**config.mk**
```make
export PLATFORM = sky130hd
export DESIGN_NAME = fault_divergence_monitor
export DESIGN_NICKNAME = d
export VERILOG_FILES = /design/src/rtl/fault_mon_pkg.sv /design/src/rtl/mismatch_log_fifo.sv /design/src/rtl/fault_divergence_monitor.sv
export SDC_FILE = /design/constraint.sdc
export NUM_CORES = 1
export LEC_CHECK = 0
export ABC_AREA = 0
export BUFFER_PORTS_ARGS = -buffer_cell sky130_fd_sc_hd__buf_4
export CAP_MARGIN = 25
export CORE_MARGIN = 4
export CORE_UTILIZATION = 45
export CTS_CLUSTER_DIAMETER = 80
export DETAILED_ROUTE_END_ITERATION = 10
export PLACE_DENSITY = 0.7
export REMOVE_ABC_BUFFERS = 1
export SYNTH_ARGS = -nofsm -noshare
export SYNTH_HDL_FRONTEND = slang
export SYNTH_SLANG_ARGS = --single-unit
export TNS_END_PERCENT = 50
```
**constraint.sdc**
```tcl
create_clock -name clk -period 2.4 [get_ports clk]
set_input_delay 0.12 -clock clk [delete_from_list [all_inputs] [get_ports clk]]
set_output_delay 0.12 -clock clk [all_outputs]
set_load 0.03 [all_outputs]
```
**src/rtl/fault_mon_pkg.sv**
```systemverilog
// Shared types for the golden/faulty divergence monitor.
//   state_e     : run-control FSM states
//   verdict_e   : end-of-run fault classification
//   log_entry_t : fixed-width part of a mismatch log record; the
//                 CNT_W-bit sample index is prepended by the top level
package fault_mon_pkg;

  typedef enum logic [1:0] {
    IDLE = 2'd0,
    RUN  = 2'd1,
    DONE = 2'd2
  } state_e;

  typedef enum logic [1:0] {
    V_NONE   = 2'b00,
    V_MASKED = 2'b01,
    V_SDC    = 2'b10,
    V_CFE    = 2'b11
  } verdict_e;

  typedef struct packed {
    logic        pc_mis;
    logic        res_mis;
    logic [31:0] pc_faulty;
  } log_entry_t;

endpackage

```
**src/rtl/mismatch_log_fifo.sv**
```systemverilog
// Synchronous valid/ready FIFO holding mismatch log records.
//   clk, rst  : clock, synchronous active-high reset
//   clr       : synchronous flush (empties FIFO, clears overflow)
//   push      : write request with push_data
//   ready     : consumer ready; head pops on valid & ready
//   valid     : FIFO non-empty, data is the head entry
//   overflow  : sticky, set when a push is dropped
// A push into a full FIFO is accepted if a pop happens in the same cycle.
module mismatch_log_fifo #(
  parameter int WIDTH = 50,
  parameter int DEPTH = 8
) (
  input  logic             clk,
  input  logic             rst,
  input  logic             clr,
  input  logic             push,
  input  logic [WIDTH-1:0] push_data,
  input  logic             ready,
  output logic             valid,
  output logic [WIDTH-1:0] data,
  output logic             overflow
);

  localparam int AW = $clog2(DEPTH);

  // Pointers carry one extra wrap bit to tell full from empty.
  logic [AW:0]      wr_q, wr_d, rd_q, rd_d;
  logic             ovf_q, ovf_d;
  logic [WIDTH-1:0] mem [DEPTH];
  logic             empty, full, pop, wr_en;

  assign empty = (wr_q == rd_q);
  assign full  = (wr_q[AW] != rd_q[AW]) && (wr_q[AW-1:0] == rd_q[AW-1:0]);
  assign pop   = !empty && ready;
  assign wr_en = push && (!full || pop);

  always_comb begin
    wr_d  = wr_q;
    rd_d  = rd_q;
    ovf_d = ovf_q;
    if (clr) begin
      wr_d  = '0;
      rd_d  = '0;
      ovf_d = 1'b0;
    end else begin
      if (pop)                   rd_d  = rd_q + 1'b1;
      if (wr_en)                 wr_d  = wr_q + 1'b1;
      if (push && full && !pop)  ovf_d = 1'b1;
    end
  end

  always_ff @(posedge clk) begin
    if (rst) begin
      wr_q  <= '0;
      rd_q  <= '0;
      ovf_q <= 1'b0;
    end else begin
      wr_q  <= wr_d;
      rd_q  <= rd_d;
      ovf_q <= ovf_d;
    end
  end

  // NOTE: storage is deliberately not reset; the pointers alone define
  // which entries are meaningful, and an unreset array maps to plain RAM.
  always_ff @(posedge clk) begin
    if (wr_en && !clr) mem[wr_q[AW-1:0]] <= push_data;
  end

  assign valid    = !empty;
  assign data     = mem[rd_q[AW-1:0]];
  assign overflow = ovf_q;

endmodule

```
**src/rtl/fault_divergence_monitor.sv**
```systemverilog
// Compares golden and faulty processor PC/Result streams over a bounded
// run, records the first divergence, counts mismatching samples and
// classifies the fault (masked / SDC / CFE) when the run ends.
//   clk, rst            : clock, synchronous active-high reset
//   start               : pulse; starts a run from IDLE or DONE
//   pc_*/result_*       : golden and faulty streams, sampled each RUN edge
//   busy / done         : in RUN / in DONE
//   fault_detected      : sticky, first mismatch of the run seen
//   verdict             : 00 none, 01 masked, 10 SDC, 11 CFE (valid in DONE)
//   mismatch_count      : saturating count of mismatching samples
//   first_*             : sample index and values at the first mismatch
// Optional feature, macro FAULT_MON_LOG_EN: adds log_valid/log_ready/
// log_data/log_overflow and a LOG_DEPTH FIFO of {k, pc_mis, res_mis,
// pc_faulty} records, one per mismatching sample.
module fault_divergence_monitor
  import fault_mon_pkg::*;
#(
  parameter int CNT_W         = 16,
  parameter int MAX_CYCLES    = 1024,
  parameter int STOP_ON_FIRST = 0,
  parameter int LOG_DEPTH     = 8
) (
  input  logic             clk,
  input  logic             rst,
  input  logic             start,
  input  logic [31:0]      pc_golden,
  input  logic [31:0]      result_golden,
  input  logic [31:0]      pc_faulty,
  input  logic [31:0]      result_faulty,
  output logic             busy,
  output logic             done,
  output logic             fault_detected,
  output logic [1:0]       verdict,
  output logic [CNT_W-1:0] mismatch_count,
  output logic [CNT_W-1:0] first_cycle,
  output logic [31:0]      first_pc,
  output logic [31:0]      first_result_golden,
  output logic [31:0]      first_result_faulty
`ifdef FAULT_MON_LOG_EN
  ,
  output logic             log_valid,
  input  logic             log_ready,
  output logic [CNT_W+33:0] log_data,
  output logic             log_overflow
`endif
);

  if (MAX_CYCLES < 1 || longint'(MAX_CYCLES) > (longint'(1) << CNT_W)) begin : g_bad_max
    $error("MAX_CYCLES must be in 1..2**CNT_W");
  end
  if (LOG_DEPTH < 2 || (LOG_DEPTH & (LOG_DEPTH - 1)) != 0) begin : g_bad_depth
    $error("LOG_DEPTH must be a power of 2");
  end

  localparam logic [CNT_W-1:0] LAST_K = CNT_W'(MAX_CYCLES - 1);

  state_e           state_q, state_d;
  verdict_e         verdict_q, verdict_d;
  verdict_e         cause_q, cause_d;
  logic [CNT_W-1:0] cycle_q, cycle_d;
  logic [CNT_W-1:0] count_q, count_d;
  logic [CNT_W-1:0] first_cycle_q, first_cycle_d;
  logic             fd_q, fd_d;
  logic [31:0]      first_pc_q, first_pc_d;
  logic [31:0]      first_rg_q, first_rg_d;
  logic [31:0]      first_rf_q, first_rf_d;

  logic pc_mis, res_mis, mismatch;

  assign pc_mis   = (pc_golden != pc_faulty);
  assign res_mis  = (result_golden != result_faulty);
  assign mismatch = pc_mis | res_mis;

  // NOTE: blocking assignments here on purpose: every _d gets its default
  // first (no latches), and later lines may read the updated fd_d/cause_d
  // so the terminating sample is latched before the verdict is formed.
  always_comb begin
    state_d       = state_q;
    verdict_d     = verdict_q;
    cause_d       = cause_q;
    cycle_d       = cycle_q;
    count_d       = count_q;
    first_cycle_d = first_cycle_q;
    fd_d          = fd_q;
    first_pc_d    = first_pc_q;
    first_rg_d    = first_rg_q;
    first_rf_d    = first_rf_q;

    case (state_q)
      IDLE, DONE: begin
        if (start) begin
          state_d       = RUN;
          verdict_d     = V_NONE;
          cause_d       = V_NONE;
          cycle_d       = '0;
          count_d       = '0;
          first_cycle_d = '0;
          fd_d          = 1'b0;
          first_pc_d    = '0;
          first_rg_d    = '0;
          first_rf_d    = '0;
        end
      end
      RUN: begin
        cycle_d = cycle_q + 1'b1;
        if (mismatch) begin
          if (count_q != '1) count_d = count_q + 1'b1;
          if (!fd_q) begin
            fd_d          = 1'b1;
            first_cycle_d = cycle_q;
            first_pc_d    = pc_golden;
            first_rg_d    = result_golden;
            first_rf_d    = result_faulty;
            cause_d       = pc_mis ? V_CFE : V_SDC;
          end
        end
        if (cycle_q == LAST_K || (STOP_ON_FIRST != 0 && mismatch)) begin
          state_d   = DONE;
          verdict_d = fd_d ? cause_d : V_MASKED;
        end
      end
      default: state_d = IDLE;
    endcase
  end

  always_ff @(posedge clk) begin
    if (rst) begin
      state_q       <= IDLE;
      verdict_q     <= V_NONE;
      cause_q       <= V_NONE;
      cycle_q       <= '0;
      count_q       <= '0;
      first_cycle_q <= '0;
      fd_q          <= 1'b0;
      first_pc_q    <= '0;
      first_rg_q    <= '0;
      first_rf_q    <= '0;
    end else begin
      state_q       <= state_d;
      verdict_q     <= verdict_d;
      cause_q       <= cause_d;
      cycle_q       <= cycle_d;
      count_q       <= count_d;
      first_cycle_q <= first_cycle_d;
      fd_q          <= fd_d;
      first_pc_q    <= first_pc_d;
      first_rg_q    <= first_rg_d;
      first_rf_q    <= first_rf_d;
    end
  end

  assign busy                = (state_q == RUN);
  assign done                = (state_q == DONE);
  assign fault_detected      = fd_q;
  assign verdict             = verdict_q;
  assign mismatch_count      = count_q;
  assign first_cycle         = first_cycle_q;
  assign first_pc            = first_pc_q;
  assign first_result_golden = first_rg_q;
  assign first_result_faulty = first_rf_q;

`ifdef FAULT_MON_LOG_EN
  log_entry_t log_entry;
  logic       log_push, log_clr;

  assign log_entry = '{pc_mis: pc_mis, res_mis: res_mis, pc_faulty: pc_faulty};
  assign log_push  = (state_q == RUN) && mismatch;
  // Only a start that is actually accepted flushes the log.
  assign log_clr   = start && (state_q != RUN);

  mismatch_log_fifo #(
    .WIDTH (CNT_W + 34),
    .DEPTH (LOG_DEPTH)
  ) u_log (
    .clk       (clk),
    .rst       (rst),
    .clr       (log_clr),
    .push      (log_push),
    .push_data ({cycle_q, log_entry}),
    .ready     (log_ready),
    .valid     (log_valid),
    .data      (log_data),
    .overflow  (log_overflow)
  );
`endif

endmodule

```
* Yosys cells after proc, flatten, opt, wreduce, memory -nomap -nowiden
Cells that the tools add are included.
** Storage, ports and cells
- Register bits after elaboration :: 151
- Logic and storage cells :: 65
- Output and inout bits :: 133
- Input port bits :: 131
** Cells by class
- Reduce and logical (&&, ||, !) cells :: 8
- Bitwise gates (word level) :: 1
- Mux-type cells :: 33
- Equal/unequal tests :: 11
- $add $sub $neg :: 2
** Operator list (count)
- two-way mux 32 bit :: 7
- one-hot mux 32 bit (2 select lines) :: 3
- one-hot mux 16 bit (2 select lines) :: 3
- two-way mux 16 bit :: 5
- inequality test 32 bit :: 2
- adder 16 x 1 -> 16 bit (second input constant) :: 2
- equality test 16 x 10 -> 1 bit (second input constant) :: 1
- inequality test 16 bit (second input constant) :: 1
- two-way mux 2 bit :: 7
- one-hot mux 2 bit (2 select lines) :: 3
- AND reduction 4 bit :: 2
- inequality test 2 x 1 -> 1 bit (second input constant) :: 3
- two-way mux 1 bit :: 4
- inequality test 2 bit (second input constant) :: 2
- AND reduction 2 bit :: 2
- AND reduction 3 bit :: 1
- equality test 2 x 1 -> 1 bit (second input constant) :: 1
- equality test 2 bit (second input constant) :: 1
- logical NOT 2 bit :: 1
- one-hot mux 1 bit (2 select lines) :: 1
- nonzero test 2 bit :: 1
- OR reduction 2 bit :: 1
- bitwise OR 1 bit :: 1

* Depth between registers and ports, before layout
Gate-level depths: netlist (run 1).
- Word-level depth :: 7
- Gate-level depth with buffers :: 9

* Worst setup path after synthesis (run 1)
Ideal clock, no wire load.
- Path kind :: reg2reg
- Start point :: reg count_q[2], in the netlist mismatch_count[2]
- End point :: reg count_q[0], in the netlist mismatch_count[0]
- Data arrival time :: 1943 ps
- Buffers on the path :: 2
- Cell stages (with the launch flop) :: 9
- Slack :: 387 ps
- Setup time :: 70 ps
- Cells stage by stage :: dfxtp_1 > nand4_1 > nor4_1 > and2_1 > and4_1 > buf_2 > buf_2 > o211ai_1 > a21oi_1
** On the way
- Longest elaborated chain between the ends :: 3
** Ends and longest elaborated chain
- from (decl) :: RTL line fault_divergence_monitor.sv:61 : logic [CNT_W-1:0] count_q, count_d;
- from (signal assigned) :: RTL line fault_divergence_monitor.sv:143 : count_q <= count_d;
- inequality test 16 bit :: RTL line fault_divergence_monitor.sv:107 : if (count_q != '1) count_d = count_q + 1'b1;
- inequality test 2 x 1 -> 1 bit (no line)
- AND reduction 4 bit (no line)
No other way between the ends.
A chain may end at the register's enable or synchronous reset.

* Worst setup path after layout (run 1)
- Start point :: in result_faulty[4]
- End point :: reg first_rg_q[30], in the netlist first_result_golden[30]
** On the way
- Longest elaborated chain between the ends :: 4
** Ends and longest elaborated chain
- from (decl) :: RTL line fault_divergence_monitor.sv:29 : input logic [31:0] result_faulty,
- inequality test 32 bit :: RTL line fault_divergence_monitor.sv:71 : assign res_mis = (result_golden != result_faulty);
- bitwise OR 1 bit :: RTL line fault_divergence_monitor.sv:72 : assign mismatch = pc_mis | res_mis;
- inequality test 2 x 1 -> 1 bit (no line)
- AND reduction 4 bit (no line)
- to (signal assigned) :: RTL line fault_divergence_monitor.sv:147 : first_rg_q <= first_rg_d;
- to (decl) :: RTL line fault_divergence_monitor.sv:65 : logic [31:0] first_rg_q, first_rg_d;
No other way between the ends.

==> qor.yml, run 1 <==
sta:
  hold_violations: 0
  finClkSkew_ps: 7.71
  drv_slew: 0
  slew_headroom: 0.468
  grt_setup_unrepaired: "no"
  fin_crit_ps: 2270
  fin_setup_tns_ps: 0
  finalSetupViolCount: 0
  max_freq_ghz: 0.441
  worst_pin_slew_ps: 798
  fin_ws_ps: 130
  fin_crit_sh: 0.946
routing:
  drc: 0
  drtIter0Drc: 496
  ant_nets: 0
  dr.pass1.iters: 5
  vias: 7868
  vias_per_cell: 5.74
  routed_wl_mm: 24.9
  routedWlPerCell_um: 18.1
global_routing:
  grt_pass1_wl_mm: 39.3
  grt_max_degree: 119
  grt_overflow: 0
  antenna_found_initial: 0
  grt_usage: 0.265
  grt_pass1_vias: 7680
final_layout:
  stdcell_count: 1370
  nets: 1278
  fin_area_um2: 10700
  drive_gt1_frac: 0.274
  syn_to_final_growth_pct: 48.4
  diodes: 0
power_and_ir_drop:
  p_seq_frac: 0.415
  combPwrFrac: 0.202
  swShare: 0.279
  clkPwrFrac: 0.382
  p_leak_uw: 0.00403
  total_power_uw: 6400
  power.switching_uw: 1790
  worst_ir_drop_vdd_uv: 551
  p_int_uw: 4610
  powerDensity_nw_per_um2: 598
clock_tree:
  clkTransAtPathRegs_ps: 60
  cts_sinks: 151
  clock_latency_ps: 410
  cts_tree: "yes"
  ctsRootBufferMaster: "clkbuf_16"
  cts_buffers: 17
  clock_path_buffers: 2
  cts_max_level: 4
logic_synthesis:
  syn_avg_cell_area_um2: 8.65
  syn_area_um2: 7220
  synth_largest_area_cell: "dfxtp_1"
  synthDistinctLibCells: 43
  ys_ff_latch: 151
  ys_top_cells_by_count: "151 x dfxtp_1, 137 x a21oi_1, 122 x nand3_1, 115 x o211ai_1, 66 x xnor2_1"
  yosysMostFrequentCell: "dfxtp_1"
  yosys.area.top_type_share: 0.419
  synth-main-ff-cell: "dfxtp_1"
  ys_warn_count: 0
  syn_inst: 834
  synth_edf_count: 0
  async_flop_share: 0
  ys_top_cells_by_area: "dfxtp_1 42%, o211ai_1 12%, a21oi_1 9.5%"
  seq_area_frac_synth: 0.419
critical_path:
  ff2ff_path_depth: 7
  arrival_ps: 2600
  path_cells: "dlygate4sd3_1 -> buf_4 -> xnor2_1 -> nand4_1 -> nor4_2 -> buf_4 -> a41o_4 -> buf_12 -> o211ai_1 -> a21oi_1"
  regToRegSetupSlack_ps: 470
  max_stage_delay_ps: 560
  path_max_fanout: 38
  r2r_end: "mismatch_count[8]"
  worstSetupPathType: "input port to flop"
  crit_slowest_cell: "dlygate4sd3_1"
  cp-start-kind: "input port"
  rr_startpoint: "mismatch_count[3]"
  endpoint_kind: "flop"
  cpMostUsedCell: "buf_4"
  worstPathRequired_ps: 2730
placed_design:
  place_congestion: 0.853
  detailed_place_hpwl_mm: 15.8
  io_buffers: 263
  placed_area_um2: 9250
  dpl.cell_count: 1249
  post-place-ws_ps: 326
status:
  status: "completed"
floorplan:
  start_util: 0.456
  rows: 46
  io_pins: 264
  core_um2: 15800
  die_h_um: 135
  dieArea_um2: 18100
  die_w_um: 135
worst_hold_path:
  min_to: "state_q[1]"
  min_from: "start"
  min_path_type: "input port to flop"
  hold_depth: 3
job:
  drv_cap: 0
==> layout by cell type (no fill, tap or decap), types with 11 or more instances in the layout <==
master,netlist,routed
buf_4,2,279
dfxtp_1,151,150
a21oi_1,137,137
nand3_1,122,122
o211ai_1,115,115
dlygate4sd3_1,0,93
xnor2_1,66,66
nand4_1,26,26
nor2_1,23,23
nand2_1,19,19
clkbuf_16,0,17
or4_1,11,11
==> through the flow <==
| step | hold WS [ps] | util |
|---|---|---|
| CTS | 6.77 | 0.676 |
| detailed placement | 419 | 0.585 |
| global placement | 415 | 0.585 |
| global route | 31.2 | 0.677 |
| finish | 25.3 | 0.677 |
| floorplan | 189 | - |
==> cell families after synthesis <==
logic type / count (synthesis) / synth area share
AO/OA/AOI/OAI: 277 / 0.240
XOR/XNOR: 75 / 0.0910
adder cells (fa/ha/maj): 2 / 0.00347
buffers and inverters: 90 / 0.0681
flip-flops: 151 / 0.419
multiplexers: 1 / 0.00139
AND/OR/NAND/NOR: 238 / 0.178
==> layout make-up <==
cell class	count	area [um2]
clock buffer	24	472
clock inverter	4	48.8
fill	1267	5120
inverter	5	20.0
multi-input combinational	593	3740
sequential	151	3030
tap	216	270
timing repair buffer	377	3130
==> routing by layer <==
layer  routed length [um]  global-route usage
met5                    0                   0
met4                  877               0.107
met3                 1880              0.0831
met2                12000               0.438
met1                10100               0.322
==> worst max-delay path by stage <==
stage / cells past startpoint / to / from / slack [ps]
3_3_place_gp: 9 / mismatch_count[15] / pc_faulty[12] / 270
5_1_grt: 10 / first_result_faulty[8] / result_faulty[19] / 4
4_1_cts: 10 / first_result_faulty[8] / pc_golden[12] / 190
3_5_place_dp: 9 / mismatch_count[15] / pc_faulty[12] / 330
6_report: 10 / first_result_golden[30] / result_faulty[4] / 130
2_1_floorplan: 3 / first_cycle[12] / fault_detected / -3360
==> power groups by stage <==
stage / sequential, uW / clock, uW / combinational [uW]
floorplan: 2900 / 0 / 396
global placement: 2710 / 0 / 1150
detailed placement: 2710 / 0 / 1160
CTS: 2660 / 2480 / 1280
global route: 2670 / 2570 / 1390
finish: 2660 / 2450 / 1300
==> what timing repair did <==
action / 4_1_cts / 5_1_grt
buffers inserted: 0 / 0
endpoints found under the setup margin: 0 / 3
hold buffers: 93 / 0
gates resized for setup: 0 / 1
endpoints found under the hold margin: 93 / 0
==> registers in the layout, indices dropped and copies added (netlist names) <==
| signal | cells |
|---|---|
| cycle_q | 16 |
| cause_q | 2 |
| first_cycle | 16 |
| state_q | 2 |
| first_pc | 32 |
| fault_detected | 1 |
| verdict | 2 |
| first_result_faulty | 32 |
| first_result_golden | 32 |
| mismatch_count | 16 |
==> critical path, delay by kind of cell <==
family / cells / cell delay [ps]
AOI/OAI and AO/OA: 3 / 630
xor gates and xnor gates: 1 / 220
buffers and inverters: 4 / 1150
and+or+nand+nor: 2 / 470
Power figures use the tool's default switching activity.
==> run 2: changes to the inputs <==
- CELL_PAD_IN_SITES_DETAIL_PLACEMENT: default -> 1
- CELL_PAD_IN_SITES_GLOBAL_PLACEMENT: default -> 2
- CORE_MARGIN: 4 -> 10
- CORE_UTILIZATION: 45 -> 28
- PLACE_DENSITY: 0.7 -> 0.76
==> qor.yml, run 2 (synthesis gave the netlist of run 1 again) <==
status:
  status: "completed"
placed_design:
  dpl.cell_count: 1365
  placed_area_um2: 9450
  post-place-ws_ps: 140
  io_buffers: 263
  detailed_place_hpwl_mm: 20.6
  place_congestion: 0.767
final_layout:
  fin_area_um2: 11100
  nets: 1288
  stdcell_count: 1499
  fill_cells: 2929
  drive_gt1_frac: 0.287
  final_common_cell: "buf_4"
  final_cell_mix: "283 x buf_4, 150 x dfxtp_1, 137 x a21oi_1"
  syn_to_final_growth_pct: 54.2
critical_path:
  path_max_fanout: 21
  rr_startpoint: "mismatch_count[2]"
  setup.worst_path.start: "result_golden[1]"
  arrival_ps: 2670
  endpoint_kind: "flop"
  worstPathRequired_ps: 2760
  cp-start-kind: "input port"
  worstSetupPathType: "input port to flop"
global_routing:
  gr-usage-met3: 0.0683
  grtUsageMet1: 0.214
  grt_overflow: 0
  grt_pass1_wl_mm: 47.8
  grt_pass1_vias: 8105
  antenna_found_initial: 1
  grt_usage: 0.180
  grt.busiest_layer: "met2"
  grt_max_degree: 89
  use_met2: 0.295
clock_tree:
  cts_tree: "yes"
  clkTransAtPathRegs_ps: 70
  cts_max_level: 4
  clock_path_buffers: 2
  clock_latency_ps: 430
  ctsRootBufferMaster: "clkbuf_16"
  cts_sinks: 151
  cts_buffers: 17
routing:
  ant_nets: 0
  routed_wl_mm: 31.5
  drc: 0
  vias: 7878
  dr.pass1.iters: 4
  routedWlPerCell_um: 21.0
  vias_per_cell: 5.26
  drtIter0Drc: 379
power_and_ir_drop:
  swShare: 0.304
  p_leak_uw: 0.00418
  p_int_uw: 4760
  combPwrFrac: 0.203
  p_seq_frac: 0.389
  power.switching_uw: 2080
  clkPwrFrac: 0.408
  worst_ir_drop_vdd_uv: 322
  powerDensity_nw_per_um2: 615
sta:
  hold_violations: 0
  finalSetupViolCount: 0
  fin_crit_ps: 2320
  drv_slew: 0
  finClkSkew_ps: 13.1
  worst_pin_slew_ps: 449
  max_freq_ghz: 0.432
  hold_slack_ps: 27.1
  fin_ws_ps: 83.6
  fin_crit_sh: 0.965
  slew_headroom: 0.701
worst_hold_path:
  min_path_type: "input port to flop"
  min_from: "result_faulty[0]"
floorplan:
  io_pins: 264
  die_h_um: 181
  rows: 58
  dieArea_um2: 32600
  die_w_um: 181
  core_um2: 25300
  start_util: 0.286
job:
  drv_cap: 0
run 2: worst max-delay path, stage by stage:
cell           delay (ps)
dlygate4sd3_1         560
buf_4                 150
xnor2_1               120
nand4_1               190
nor4_4                 70
buf_4                 160
a41o_4                290
buf_4                 150
clkbuf_16             180
or4_1                 530
a21oi_1               140
run 2: path summary, 6_finish.rpt:
path              slack [ps]  depth (start not counted)                     end
setup / recovery          80                         11       mismatch_count[8]
hold / removal            30                          3  first_result_faulty[0]
setup reg to reg         410                          6      mismatch_count[10]
hold reg to reg          470                          2              cause_q[1]
run 2: per-layer routing:
layer / vias up / wire length (um)
met5: - / 0
met4: 0 / 599
met3: 30 / 2300
met2: 208 / 15000
met1: 3884 / 13600
li1: 3756 / -
run 2: timing repair:
item                       CTS  global route
setup buffers                0             5
hold endpoints to repair    93             0
gates resized for setup      0             5
hold buffers                93             0
setup endpoints to repair    0           106
run 2: per-stage QoR:
| stage | setup TNS [ps] | utilization | power, uW |
|---|---|---|---|
| floorplan | -416310 | - | 3290 |
| global placement | 0 | 0.374 | 3920 |
| detailed placement | 0 | 0.374 | 3930 |
| CTS | 0 | 0.434 | 6880 |
| global route | -26.6 | 0.441 | 7130 |
| finish | 0 | 0.441 | 6840 |
run 2: layout make-up:
type / instances / area [um2] / area share
Multi-Input combinational cell: 593 / 3760 / 0.338
Timing Repair Buffer: 387 / 3310 / 0.297
Sequential cell: 151 / 3030 / 0.272
Clock buffer: 18 / 429 / 0.0386
Tap cell: 330 / 413 / 0.0371
Clock inverter: 14 / 165 / 0.0148
Inverter: 5 / 20.0 / 0.00180
Antenna cell: 1 / 2.50 / 0.000225
run 2: power groups by stage:
stage | Combinational [uW] | Sequential [uW] | Clock [uW]
2_1_floorplan | 396 | 2900 | 0
3_3_place_gp | 1210 | 2710 | 0
3_5_place_dp | 1210 | 2720 | 0
4_1_cts | 1340 | 2660 | 2870
5_1_grt | 1490 | 2670 | 2970
6_report | 1390 | 2660 | 2790
